`src/rtl/keypad_pkg.sv`:
```
// keypad_pkg: scanner FSM states, hex keymap and small decode helper
// Ports: none (package)
package keypad_pkg;
  typedef enum logic [1:0] {SCAN, DEBOUNCE, HELD, RELEASE} state_e;
  // KEYMAP[row][col]; row 0 = {A,3,2,1} read col3..col0
  localparam logic [3:0][3:0][3:0] KEYMAP = 64'hDF0E_C987_B654_A321;
  function automatic logic [1:0] low_col(input logic [3:0] c);
    return c[0] ? 2'd0 : c[1] ? 2'd1 : c[2] ? 2'd2 : c[3] ? 2'd3 : 2'd0;
  endfunction
endpackage

```
`src/rtl/keypad_scanner_sync2.sv`:
```
// sync2: two-flop synchronizer for asynchronous inputs
// Ports: clk, reset (sync, active-high), d_i async input, q_o synchronized output (2-cycle latency)
module sync2 #(
  parameter int W = 1
) (
  input  logic         clk,
  input  logic         reset,
  input  logic [W-1:0] d_i,
  output logic [W-1:0] q_o
);
  logic [W-1:0] s1_q, s2_q;
  always_ff @(posedge clk) begin
    if (reset) begin
      s1_q <= '0;
      s2_q <= '0;
    end else begin
      s1_q <= d_i;
      s2_q <= s1_q;
    end
  end
  assign q_o = s2_q;
endmodule

```
`src/rtl/keypad_scanner.sv`:
```
// keypad_scanner: 4x4 matrix row scanner with debounce, one key_valid strobe per press
// Ports: clk, reset (sync, active-high), cols async active-high columns, rows one-hot row drive,
//        key_valid one-cycle press strobe, key_code last accepted hex code, key_held key still down
module keypad_scanner
  import keypad_pkg::*;
#(
  parameter int SCAN_DIV  = 2000,
  parameter int DB_CYCLES = 100000
) (
  input  logic       clk,
  input  logic       reset,
  input  logic [3:0] cols,
  output logic [3:0] rows,
  output logic       key_valid,
  output logic [3:0] key_code,
  output logic       key_held
);
  localparam int SW = $clog2(SCAN_DIV);
  localparam int DW = $clog2(DB_CYCLES);
  localparam logic [SW-1:0] SCAN_MAX = SW'(SCAN_DIV - 1);
  localparam logic [DW-1:0] DB_MAX = DW'(DB_CYCLES - 1);
  if (SCAN_DIV < 3 || DB_CYCLES < 2) begin : g_param_check
    $error("keypad_scanner: SCAN_DIV must be >= 3 and DB_CYCLES >= 2");
  end
  logic [3:0] cols_s;
  state_e state_q, state_d;
  logic [1:0] row_q, row_d, col_q, col_d;
  logic [SW-1:0] scan_q, scan_d;
  logic [DW-1:0] db_q, db_d;
  logic [3:0] rows_q, code_q, code_d;
  logic valid_q, valid_d, held_q, held_d;
  sync2 #(.W(4)) u_sync (
    .clk  (clk),
    .reset(reset),
    .d_i  (cols),
    .q_o  (cols_s)
  );
  // Only the captured column matters once a key is latched; rows stay frozen until SCAN resumes
  always_comb begin
    state_d = state_q;
    row_d   = row_q;
    col_d   = col_q;
    scan_d  = scan_q;
    db_d    = db_q;
    valid_d = 1'b0;
    code_d  = code_q;
    held_d  = held_q;
    unique case (state_q)
      SCAN: begin
        scan_d = scan_q == SCAN_MAX ? '0 : scan_q + 1'b1;
        if (scan_q == SCAN_MAX) begin
          row_d   = cols_s == '0 ? row_q + 2'd1 : row_q;
          col_d   = cols_s == '0 ? col_q : low_col(cols_s);
          db_d    = '0;
          state_d = cols_s == '0 ? SCAN : DEBOUNCE;
        end
      end
      DEBOUNCE: begin
        if (!cols_s[col_q]) begin
          state_d = SCAN;
          row_d   = row_q + 2'd1;
          scan_d  = '0;
        end else if (db_q == DB_MAX) begin
          state_d = HELD;
          valid_d = 1'b1;
          code_d  = KEYMAP[row_q][col_q];
          held_d  = 1'b1;
        end else begin
          db_d = db_q + 1'b1;
        end
      end
      HELD: begin
        state_d = cols_s[col_q] ? HELD : RELEASE;
        db_d    = '0;
      end
      RELEASE: begin
        if (cols_s[col_q]) begin
          db_d = '0;
        end else if (db_q == DB_MAX) begin
          state_d = SCAN;
          held_d  = 1'b0;
          row_d   = row_q + 2'd1;
          scan_d  = '0;
        end else begin
          db_d = db_q + 1'b1;
        end
      end
      default: state_d = SCAN;
    endcase
  end
  always_ff @(posedge clk) begin
    if (reset) begin
      state_q <= SCAN;
      row_q   <= '0;
      rows_q  <= 4'b0001;
      col_q   <= '0;
      scan_q  <= '0;
      db_q    <= '0;
      valid_q <= 1'b0;
      code_q  <= '0;
      held_q  <= 1'b0;
    end else begin
      state_q <= state_d;
      row_q   <= row_d;
      rows_q  <= 4'b0001 << row_d;
      col_q   <= col_d;
      scan_q  <= scan_d;
      db_q    <= db_d;
      valid_q <= valid_d;
      code_q  <= code_d;
      held_q  <= held_d;
    end
  end
  assign rows      = rows_q;
  assign key_valid = valid_q;
  assign key_code  = code_q;
  assign key_held  = held_q;
endmodule

```
`config.mk`:
```
export PLATFORM = sky130hd
export DESIGN_NAME = keypad_scanner
export DESIGN_NICKNAME = d
export VERILOG_FILES = /design/src/rtl/keypad_pkg.sv /design/src/rtl/keypad_scanner_sync2.sv /design/src/rtl/keypad_scanner.sv
export SDC_FILE = /design/constraint.sdc
export NUM_CORES = 1
export LEC_CHECK = 0
export CAP_MARGIN = 15
export CELL_PAD_IN_SITES_DETAIL_PLACEMENT = 1
export CELL_PAD_IN_SITES_GLOBAL_PLACEMENT = 2
export CORE_UTILIZATION = 39
export CTS_CLUSTER_DIAMETER = 120
export DETAILED_ROUTE_END_ITERATION = 7
export GPL_TIMING_DRIVEN = 0
export HOLD_SLACK_MARGIN = 0.1
export MAX_ROUTING_LAYER = met4
export PLACE_DENSITY_LB_ADDON = 0.12
export SYNTH_ARGS = -nofsm -noshare
export SYNTH_HDL_FRONTEND = slang
export SYNTH_SLANG_ARGS = --single-unit
```
`constraint.sdc`:
```
create_clock -name clk -period 4.5 [get_ports clk]
set_input_delay 0.9 -clock clk [delete_from_list [all_inputs] [get_ports clk]]
set_output_delay 0.9 -clock clk [all_outputs]
set_load 0.05 [all_outputs]
```
==> flow_summary_export.csv <==
group,metric,value,unit
cts,htree_num_levels,2,
power,p_per_area,284,nW/um2
power,post-layout-total-power,0.827,mW
worst_setup_path,arrival,1.48,ns
power,seq_power_share,56.7,%
floorplanning,die_width,82.9,um
synthesis,synthesis.area_per_instance,8.71,um2
final_layout,fillerInstances,756,
floorplanning,io-pin-count,16,
run,maxcap_viol_count,0,
synthesis,yosys.area.top_type_share,40.8,%
final_layout,insertedDiodeCount,0,
cts,maximum_count_of_clock_buffers_along_a_single_path,2,
placement,dpl.hpwl,4190,um
timing,final-hold-violation-count,0,
timing,relative_slew_margins,56.7,%
final_layout,share_of_post_route_cells_with_drive_strength_above_1,9.18,%
worst_setup_path,critical_path.cell_chain,"clkdlybuf4s50_1",
power,comb_power_share,3.1,%
global_routing,track_usage,18.9,%
drt,initialDrtViolationCount,79,
status,outcome,"complete, no violations",
synthesis,synth_top_flop_cell,"sky130_fd_sc_hd__dfxtp_1",
floorplanning,floorplan.initialDensity,40.2,%
synthesis,postSynthRegisterBits,52,
drt,route.antenna.remaining_nets,0,
timing,drv_slew,0,
drt,totalWireLength,5830,um
worst_setup_path,worst_ep_required_time,3.60,ns
timing,worst_skew,0.0109,ns
power,max-vdd-ir-drop,0.198,mV
power,power.static_leakage,0.953,nW
placement,gp_routability_congestion,0.753,
power,power_frac_clock,40.2,%
power,power_switching,0.185,mW
timing,timing.final.crit_period,2.38,ns
final_layout,fin_area,2910,um2
cts,clock_root_buffer,"sky130_fd_sc_hd__clkbuf_8",
synthesis,syn-instance-count,293,
final_layout,commonest_non_fill_non_tap_cell_in_the_layout,"sky130_fd_sc_hd__dfxtp_1",
worst_setup_path,endpoint_kind,"output pin",
cts,clkSinkCount,52,
floorplanning,design.core.area,6350,um2
synthesis,postSynthNetCount,307,
cts,buffers_inserted_by_post_cts_timing_repair,0,
power,p_sw_share,22.3,%
synthesis,ys_top_cells_by_area,"sky130_fd_sc_hd__dfxtp_1 (41%), sky130_fd_sc_hd__a21oi_1 (4.1%), sky130_fd_sc_hd__nor2_1 (4.1%)",
floorplanning,die_height,82.9,um
final_layout,fin_nets,329,
drt,num_vias,2105,
cts,clk_latency,0.32,ns
synthesis,synth_enable_flop_cells,0,
power,internal_power,0.642,mW
worst_setup_path,cp_num_buf_inv,1,
cts,cts-resized-gates,0,
worst_setup_path,crit_fanout,2,
min_path,min-delay-path-class,"register to register",
timing,tightest_slew,0.647,ns
worst_setup_path,worstSetupStartpointType,"register",
cts,numCtsBuffers,5,
drt,drt-pass1-iter-count,4,
worst_setup_path,critPathTopFamily,"buffers and inverters",
synthesis,post-synth-top-area-cell,"sky130_fd_sc_hd__dfxtp_1",
drt,detail_route.vias_per_cell,5.36,
cts,cts.hold.buffers_added,0,
synthesis,synth.yosys.seq_area_share,40.8,%
synthesis,ys_async_sr_fraction,0,%
global_routing,antenna_found_initial,0,
synthesis,synthDistinctLibCells,54,
final_layout,flow.area_growth_from_synthesis,14.0,%
placement,placedInstanceArea,2800,um2
timing,unrepaired_setup_endpoints_after_global_routing,"no",
timing,fmaxAchievable,0.421,GHz
global_routing,globalRouteOverflowTotal,0,
global_routing,first_pass_grt_wire_length,10100,um
final_layout,mostFrequentLayoutCells,"sky130_fd_sc_hd__dfxtp_1 (52), sky130_fd_sc_hd__nor2_1 (28), sky130_fd_sc_hd__nand2_1 (26), sky130_fd_sc_hd__a21oi_1 (21), sky130_fd_sc_hd__nand3_1 (18)",
global_routing,pin_count_of_the_biggest_net_entering_global_routing,17,
drt,drt-wirelength-per-cell,14.8,um
drt,post-route-drc-count,0,
cts,clk_pin_slew_worst_setup_hold_paths,0.10,ns
timing,finalCritPeriodShare,52.8,%
floorplanning,die_area,6870,um2
synthesis,synth_warnings,0,
worst_setup_path,critPathKind,"register to output pin",
timing,setup_total_negative_slack,0,ns
global_routing,vias_in_the_first_global_route,2059,
worst_setup_path,worst_path_max_delay_cell,"sky130_fd_sc_hd__clkdlybuf4s50_1",
synthesis,synth.cell_area,2550,um2
worst_setup_path,critPathMaxStageDelay,0.81,ns
timing,final-setup-viol-count,0,
placement,io_buffers,15,
floorplanning,standard_cell_rows,29,
cts,tritoncts,"yes",
worst register-to-register path, delay by kind of cell (launching register included):
kind | cells | cell delay, ns
simple gates | 5 | 1.64
flops | 1 | 0.47
compound gates | 1 | 0.07
metal layers:
| metal | global-route usage, % | vias to the layer above | wire length (um) |
|---|---|---|---|
| li1 | - | 1079 | - |
| met3 | 2.98 | 7 | 115 |
| met1 | 25.2 | 1002 | 3060 |
| met2 | 28.5 | 17 | 2560 |
| met5 | - | - | 0 |
| met4 | 7.99 | 0 | 100 |
registers in the layout, indices dropped and copies added, names as in the netlist, named ones only:
signal       cells
col_q            2
db_q            17
key_code         4
key_held         1
key_valid        1
row_q            2
rows             4
scan_q          11
state_q          1
u_sync.q_o       4
u_sync.s1_q      4
synth_stat cells (3+ instances only):
library cell               count
sky130_fd_sc_hd__ha_1          8
sky130_fd_sc_hd__inv_1         5
sky130_fd_sc_hd__xor2_1       12
sky130_fd_sc_hd__mux2i_1       3
sky130_fd_sc_hd__or3_1         9
sky130_fd_sc_hd__xnor2_1       8
sky130_fd_sc_hd__nor2_1       28
sky130_fd_sc_hd__nor2b_1      10
sky130_fd_sc_hd__or2_2         3
sky130_fd_sc_hd__and3_1        3
sky130_fd_sc_hd__nor3_1        7
sky130_fd_sc_hd__nand4_1       4
sky130_fd_sc_hd__nor3_2        3
sky130_fd_sc_hd__o22ai_1       3
sky130_fd_sc_hd__dfxtp_1      52
sky130_fd_sc_hd__nand2b_1      6
sky130_fd_sc_hd__o21ai_1       3
sky130_fd_sc_hd__nand3_1      18
sky130_fd_sc_hd__a21oi_1      21
sky130_fd_sc_hd__nand2_1      26
sky130_fd_sc_hd__o21ai_0       9
sky130_fd_sc_hd__nor4_1        7
sky130_fd_sc_hd__clkbuf_1      8
worst paths after layout:
path                            depth (start not counted)      startpoint  slack [ns]       endpoint
worst max-delay path                                    1     key_code[1]        2.12    key_code[1]
worst min-delay path                                    1  u_sync.s1_q[2]        0.45  u_sync.q_o[2]
worst max register to register                          6         db_q[3]        2.19    key_code[1]
worst min register to register                          1  u_sync.s1_q[2]        0.45  u_sync.q_o[2]
power groups by stage:
| stage | combinational (mW) | clock [mW] | sequential, mW |
|---|---|---|---|
| final | 0.0258 | 0.332 | 0.469 |
| after global routing | 0.0300 | 0.358 | 0.470 |
| after CTS | 0.0267 | 0.343 | 0.469 |
| after detailed placement | 0.0266 | 0 | 0.480 |
| after global placement | 0.0261 | 0 | 0.480 |
| after floorplan | 0.0166 | 0 | 0.479 |
kinds of logic (layout without fill, tap and decap cells):
logic type	after synthesis	count (layout)	share of synthesized area, %
and+or+nand+nor	136	136	28.8
buffers and inverters	17	40	2.75
DFF	52	52	40.8
adders and majority gates	9	9	4.37
AOI/OAI and AO/OA	54	54	13.9
muxes	5	5	2.50
xor gates and xnor gates	20	20	6.87
area by class of cell:
class	count	area [um2]	area share (%)
plain buffers	12	51.3	1.76
multi-input cells	224	1440	49.5
repair buffers	15	150	5.16
inverters	5	18.8	0.645
flip-flops and latches	52	1040	35.8
clock inverters	3	42.5	1.46
well taps	77	96.3	3.31
clock buffers	5	68.8	2.37
stage by stage:
step | hold slack, ns | worst slack, ns | std cells | util, %
floorplan | 0.414 | 2.44 | 293 | -
global placement | 0.417 | 1.91 | 385 | 44.1
detailed placement | 0.430 | 1.94 | 385 | 44.1
CTS | 0.453 | 2.11 | 393 | 45.8
global route | 0.465 | 1.98 | 393 | 45.8
finish | 0.446 | 2.12 | 393 | 45.8
No activity file was read; power rests on OpenSTA's default activity.
